**src/rtl/mem_port_arbiter.sv**
```systemverilog
// Single-port memory arbiter shared by instruction fetch and load/store.
// One transaction in flight; data side wins ties until its streak limit.
module mem_port_arbiter #(
    parameter int unsigned MAX_LS_STREAK = 4
) (
    input  logic        clk,
    input  logic        rst,
    input  logic        if_req_valid,
    output logic        if_req_ready,
    input  logic [63:0] if_req_addr,
    output logic        if_resp_valid,
    output logic [31:0] if_resp_rdata,
    input  logic        ls_req_valid,
    output logic        ls_req_ready,
    input  logic [63:0] ls_req_addr,
    input  logic [63:0] ls_req_wdata,
    input  logic        ls_req_wen,
    output logic        ls_resp_valid,
    output logic [63:0] ls_resp_rdata,
    output logic        mem_req_valid,
    input  logic        mem_req_ready,
    output logic [63:0] mem_addr,
    output logic [63:0] mem_wdata,
    output logic        mem_wen,
    input  logic        mem_resp_valid,
    input  logic [63:0] mem_rdata
);

    typedef enum logic [1:0] {
        IDLE,
        REQ,
        RESP
    } state_t;

    localparam logic [3:0] STREAK_MAX = 4'(MAX_LS_STREAK);

    state_t     state;
    logic [3:0] streak;
    logic       owner_ls;
    logic       word_hi;
    logic       if_win;
    logic       ls_win;

    always_comb begin
        if_win = 1'b0;
        ls_win = 1'b0;
        if (state == IDLE) begin
            if_win = if_req_valid && (!ls_req_valid || streak == STREAK_MAX);
            ls_win = ls_req_valid && !if_win;
        end
    end

    assign if_req_ready = if_win;
    assign ls_req_ready = ls_win;

    always_ff @(posedge clk) begin
        if (rst) begin
            state         <= IDLE;
            streak        <= '0;
            owner_ls      <= 1'b0;
            word_hi       <= 1'b0;
            mem_req_valid <= 1'b0;
            mem_addr      <= '0;
            mem_wdata     <= '0;
            mem_wen       <= 1'b0;
            if_resp_valid <= 1'b0;
            if_resp_rdata <= '0;
            ls_resp_valid <= 1'b0;
            ls_resp_rdata <= '0;
        end else begin
            if_resp_valid <= 1'b0;
            ls_resp_valid <= 1'b0;
            unique case (state)
                IDLE: begin
                    if (ls_win) begin
                        state         <= REQ;
                        mem_req_valid <= 1'b1;
                        owner_ls      <= 1'b1;
                        word_hi       <= 1'b0;
                        mem_addr      <= {ls_req_addr[63:3], 3'b000};
                        mem_wdata     <= ls_req_wdata;
                        mem_wen       <= ls_req_wen;
                        // Streak only counts grants that made a fetch wait.
                        if (!if_req_valid)
                            streak <= '0;
                        else if (streak < STREAK_MAX)
                            streak <= streak + 4'd1;
                    end else if (if_win) begin
                        state         <= REQ;
                        mem_req_valid <= 1'b1;
                        owner_ls      <= 1'b0;
                        word_hi       <= if_req_addr[2];
                        mem_addr      <= {if_req_addr[63:3], 3'b000};
                        mem_wdata     <= '0;
                        mem_wen       <= 1'b0;
                        streak        <= '0;
                    end
                end
                REQ: begin
                    if (mem_req_ready) begin
                        mem_req_valid <= 1'b0;
                        state         <= RESP;
                    end
                end
                RESP: begin
                    if (mem_resp_valid) begin
                        state <= IDLE;
                        if (owner_ls) begin
                            ls_resp_valid <= 1'b1;
                            ls_resp_rdata <= mem_wen ? 64'd0 : mem_rdata;
                        end else begin
                            if_resp_valid <= 1'b1;
                            if_resp_rdata <= word_hi ? mem_rdata[63:32]
                                                     : mem_rdata[31:0];
                        end
                    end
                end
                default: state <= IDLE;
            endcase
        end
    end

endmodule

```
**config.mk**
```make
export PLATFORM = sky130hd
export DESIGN_NAME = mem_port_arbiter
export DESIGN_NICKNAME = d
export VERILOG_FILES = /design/src/rtl/mem_port_arbiter.sv
export SDC_FILE = /design/constraint.sdc
export NUM_CORES = 1
export LEC_CHECK = 0
export CAP_MARGIN = 15
export CORE_AREA = 2 2 193 195
export CTS_CLUSTER_DIAMETER = 30
export DETAILED_ROUTE_END_ITERATION = 10
export DIE_AREA = 0 0 195 197
export GPL_TIMING_DRIVEN = 1
export HOLD_SLACK_MARGIN = 0.02
export PLACE_DENSITY = 0.63
export SYNTH_ARGS = -nofsm -noshare
export SYNTH_HDL_FRONTEND = slang
export SYNTH_SLANG_ARGS = --single-unit
```
**constraint.sdc**
```tcl
create_clock -name clk -period 2.1 [get_ports clk]
set_input_delay 0.315 -clock clk [delete_from_list [all_inputs] [get_ports clk]]
set_output_delay 0.315 -clock clk [all_outputs]
set_load 0.03 [all_outputs]
```
Word level (Yosys, flattened, before mapping)
Cells that the tools add are included.

storage, ports and cells
  input port bits = 263
  memory bits (read-only) = 0
  memory bits (writable) = 0
  flip-flop bits (word level) = 236
  latch bits = 0
  memories = 0
  word-level logic and storage cells = 67
  output and inout bits = 230

operators by class
  shifts and indexed selects = 0
  multiply operators = 0
  reduce and logical (&&, ||, !) cells = 15
  $lt $le $gt $ge = 1
  bitwise operators = 3
  equality and inequality tests = 7
  div/mod/pow operators = 0
  mux-type cells = 28
  add/sub/neg operators = 1

operators by type and width
  kind                                                         count
  2-to-1 mux 64 bit                                            5
  2-to-1 mux 32 bit                                            1
  2-to-1 mux 4 bit                                             4
  AND reduction 3 bit                                          5
  2-to-1 mux 1 bit                                             12
  2-to-1 mux 2 bit                                             4
  one-hot mux 2 bit (3 select lines)                           1
  adder 4 x 1 -> 4 bit (second input constant)                 1
  equality test 4 x 3 -> 1 bit (second input constant)         1
  less-than comparator 4 x 3 -> 1 bit (second input constant)  1
  != test 2 bit (second input constant)                        2
  nonzero test 2 bit                                           2
  != test 3 x 2 -> 1 bit (second input constant)               1
  != test 3 bit (second input constant)                        1
  NOT 1 bit                                                    3
  OR reduction 3 bit                                           1
  equality test 2 x 1 -> 1 bit (second input constant)         1
  equality test 2 bit (second input constant)                  1
  logical AND 1 bit                                            2
  logical NOT 1 bit                                            2
  logical NOT 2 bit                                            1
  one-hot mux 1 bit (2 select lines)                           1
  AND reduction 2 bit                                          1
  logical OR 1 bit                                             1

Longest topological paths before layout
  depth after elaboration = 8
  gate-level depth with buffers = 9
  mapped depth without buffers = 7

Worst setup path before layout
OpenSTA, ideal clock, no wires.

  path type = register to register
  start point = register streak[0]
  end point = register word_hi
  buffers on the path = 0
  data required time = 2.033 ns
  library setup time = 0.067 ns
  data arrival time = 1.809 ns
  slack = 0.224 ns
  clock period less this slack = 1.876 ns
  stages on the path, launching flop included = 7
  path through = dfxtp_1 inv_1 ha_1 nand3b_1 a2111oi_2 a22oi_1 nor2_1

between the ends
  elaborated cells on any way between the ends = 10
  those cells by class = 1 x eq/ne; 3 x mux; 6 x reduce/logical

RTL lines
  item                           line  text
  start, declared                38    logic [3:0] streak;
  start signal, assigned         87    streak <= streak + 4'd1;
  equality test 4 x 3 -> 1 bit   48    if_win = if_req_valid && (!ls_req_valid || streak == STREAK_MAX);
  logical OR 1 bit               48
  logical AND 1 bit              48
  2-to-1 mux 1 bit               47    if (state == IDLE) begin
  net if_req_ready               9     output logic if_req_ready,
  nonzero test 2 bit (no line)   n/a
  AND reduction 2 bit (no line)  n/a
  end signal, assigned           92    word_hi <= if_req_addr[2];
  end, declared                  40    logic word_hi;

The timed path passes the listed nets, and every way through them passes these cells.
A chain may end at the register's enable or synchronous reset.

Worst setup path after layout
  start point = register streak[1]
  end point = output if_req_ready

between the ends
  word-level cells in the longest chain between the ends = 4

ends and longest elaborated chain
  item                          line
  equality test 4 x 3 -> 1 bit  48
  logical OR 1 bit              48
  logical AND 1 bit             48
  2-to-1 mux 1 bit              47
  end, declared                 9

No other way between the ends.

==> impl_results.md <==
- Outcome: complete, no violations
- Setup Skew: ~0.011 ns
- Dpl hpwl: 24780 um
- Startpoint Class: flip-flop
- Iter 0 DRT Violations: 370
- Initial antenna violation count: 1
- Cells after DPL: 1806
- Post-placement cell area: 14050 um^2
- DIE AREA: 38420 um^2
- Total grt overflow: 0
- Worst setup EP type: primary output
- Clock transition at path regs: around 0.040 ns
- Total GRT Usage: 17.32%
- Setup Crit Path Kind: flip-flop to primary output
- Register area share after synthesis: 54.73%
- Hold Fails Final Rpt: 0
- WP data required: roughly 1.8 ns
- Worst VDD drop: 0.6046 mV
- Vias: 8783
- Placer Congestion: between 0.8 and 0.9
- Fin nets: about 1700
- Leakage: 6.133 nW
- Min-delay worst type: primary input to flip-flop
- Peak Freq: 0.4790 GHz
- Antenna viol nets, final: 0
- Yosys warns: 0
- Cells after Synth: 902
- Final Setup Violations: 0
- Largest net degree at the start of global routing: 95
- RSZ-0062 raised after global routing: true
- Via density: 4.572
- # DRC: 0
- Area added between synthesis and finish: 90.76%
- Ports: 493
- Num Clock Sinks: 233
- Design area: 16260 um^2
- H-tree Lvls: 2
- Area of the multi-input gates: 3476 um^2
- Die width: 195 um
- CTS root buf: clkbuf_16
- Worst-skew pair later-pin latency: 0.56 ns
- Sum Neg Setup Slack: 0 ns
- Post-synthesis cell type count: 34
- Critical path arrival: about 1.8 ns
- Starting Density: 23.50%
- Max-Cap Viols: 0
- Period minus WS final: 2.088 ns
- Vias in the first global route: 9046
- Power per cell area: approximately 1000 nW/um^2
- Worst-path fanout max: 3
- Max_slew headroom: approximately 62%
- Drt wl/cell: 18.11 um
- IO buf count: between 400 and 500
- Drt total wl: 34800 um
- CORE AREA: about 36000 um^2
- Pre-CTS WS: approximately 0.08 ns
- Clock buffer depth: 3
- Mean Syn Cell Area: 9.448 um^2
- Yosys reg bits: around 230
- First-pass GRT wire length: 51890 um
- Pre-antenna DRT Iters: 4
- Pwr Total: 16.65 mW
- Fill count: between 3000 and 4000
- Fin crit share: 99.41%
- Share of layout cells above drive strength 1: 11.09%
- Reg area: 4668 um^2
- Synth Cell Area: around 8500 um^2
- CTS tree: yes
- Chip height: 197 um
- Max Slew Vio Count: 0
- CTS Buf Count: 59
- Worst-margin pin slew: 0.5683 ns
- Final setup margin: 0.01240 ns
- Rows: 70
- Fin cells: 1921
-- placed cells by master (no fill, tap or decap), types with 2 or more instances in the layout --
cell type / n
clkdlybuf4s50_1: 480
dfxtp_1: 230
nor2_1: 224
a22oi_1: 66
a22o_1: 64
nor3_1: 64
clkbuf_16: 62
nor4_1: 61
mux2i_1: 35
a211oi_1: 32
buf_4: 28
clkbuf_8: 18
buf_12: 17
clkinv_2: 9
clkbuf_1: 7
bufinv_16: 7
a21oi_1: 4
nand4b_1: 3
nand2_1: 3
nand2b_1: 3
conb_1: 3
clkinv_4: 3
dfxtp_2: 3
nor2_4: 2
inv_2: 2
nand3b_1: 2
inv_1: 2
-- what timing repair did --
action | in CTS | in global routing
hold buffers | 0 | 0
pin swaps | 2 | 2
cloned | 0 | 1
resized for setup | 10 | 1
endpoints found under the setup margin | 2 | 3
buffers inserted | 5 | 3
hold endpoints to repair | 0 | 0
-- path summary, 6_finish.rpt --
kind / cells after the start / slack (ns) / to / startpoint
worst max-delay path: 6 / 0.01 / if_req_ready / streak[1]
worst max register to register: 10 / 0.24 / mem_addr[19] / streak[0]
worst min register to register: 1 / 0.47 / ls_resp_rdata[13] / ls_resp_rdata[13]
worst min-delay path: 2 / 0.13 / mem_wen / rst
-- final cells by class --
type	count	area share [%]
Multi-Input combinational cell	580	21.38
Clock buffer	86	11.08
Timing Repair Buffer	529	33.33
Clock inverter	19	1.732
Antenna cell	1	0.01539
Sequential cell	233	28.72
Tap cell	468	3.602
Inverter	5	0.1462
-- registers in the layout (all words and copies together) (netlist names), 2 cells and up --
register	cells
if_resp_rdata	32
mem_addr	61
ls_resp_rdata	64
state	2
streak	4
mem_wdata	64
-- worst max-delay path, stage by stage, from the launching register on --
cell and delay, ns:
dfxtp_2 0.31, inv_2 0.06, ha_4 0.13, nand3b_1 0.10
a2111oi_2 0.30, buf_4 0.19, buf_12 0.12
-- synthesized netlist by cell type --
master	count	share of area [%]
ha_1	2	0.29
nand2_1	3	0.13
and3b_1	1	0.10
inv_2	1	0.044
nor2_2	2	0.15
buf_2	35	2.1
nor3_2	1	0.12
nand4b_1	3	0.31
nor2_1	224	9.9
a2111oi_0	1	0.10
nand3_2	1	0.12
a2111oi_2	1	0.18
nor3_1	64	3.8
buf_4	4	0.35
nor2b_1	1	0.073
o21ai_1	2	0.12
buf_6	5	0.66
clkbuf_1	36	1.6
nand2b_1	3	0.22
dfxtp_1	233	55
nor4_1	61	4.5
mux2i_1	35	4.1
o21ai_0	1	0.059
a21oi_1	4	0.23
buf_1	6	0.26
conb_1	1	0.044
nand3b_1	2	0.18
a22oi_1	66	5.8
or4_1	1	0.088
inv_1	4	0.18
a22o_1	64	6.6
nor4b_1	1	0.10
o21a_1	1	0.088
a211oi_1	32	2.8
-- stage by stage --
| step | utilization [%] | hold WS, ns |
|---|---|---|
| CTS | 44.69 | 0.1072 |
| detailed placement | 38.76 | 0.4624 |
| global placement | 38.76 | 0.4606 |
| floorplan | - | 0.4367 |
| finish | 44.83 | 0.1309 |
| global route | 44.83 | 0.1622 |
-- report_power, final --
part	internal, mW	total [mW]	switching (mW)
Combinational	1.22	2.57	1.34
Sequential	4.69	4.83	0.136
Clock	6.67	9.26	2.59
-- kinds of logic (layout without fill, tap and decap cells) --
kind of cell	count (synthesis)	count (layout)	share of synthesized area (%)
compound gates	172	172	15.99
fa+ha+maj	2	2	0.2936
buf+inv	91	639	5.139
flops	233	233	54.73
mux	35	35	4.111
other cells	1	4	0.04400
simple gates	368	368	19.69
-- metal layers --
layer / global-route usage (%) / part of all wire [%]
met1: 19.99 / 40
met2: 29.76 / 50
met3: 4.774 / 6.8
met4: 8.199 / 3.2
met5: 0 / 0
Note: power is estimated with default switching activity, not from simulation.
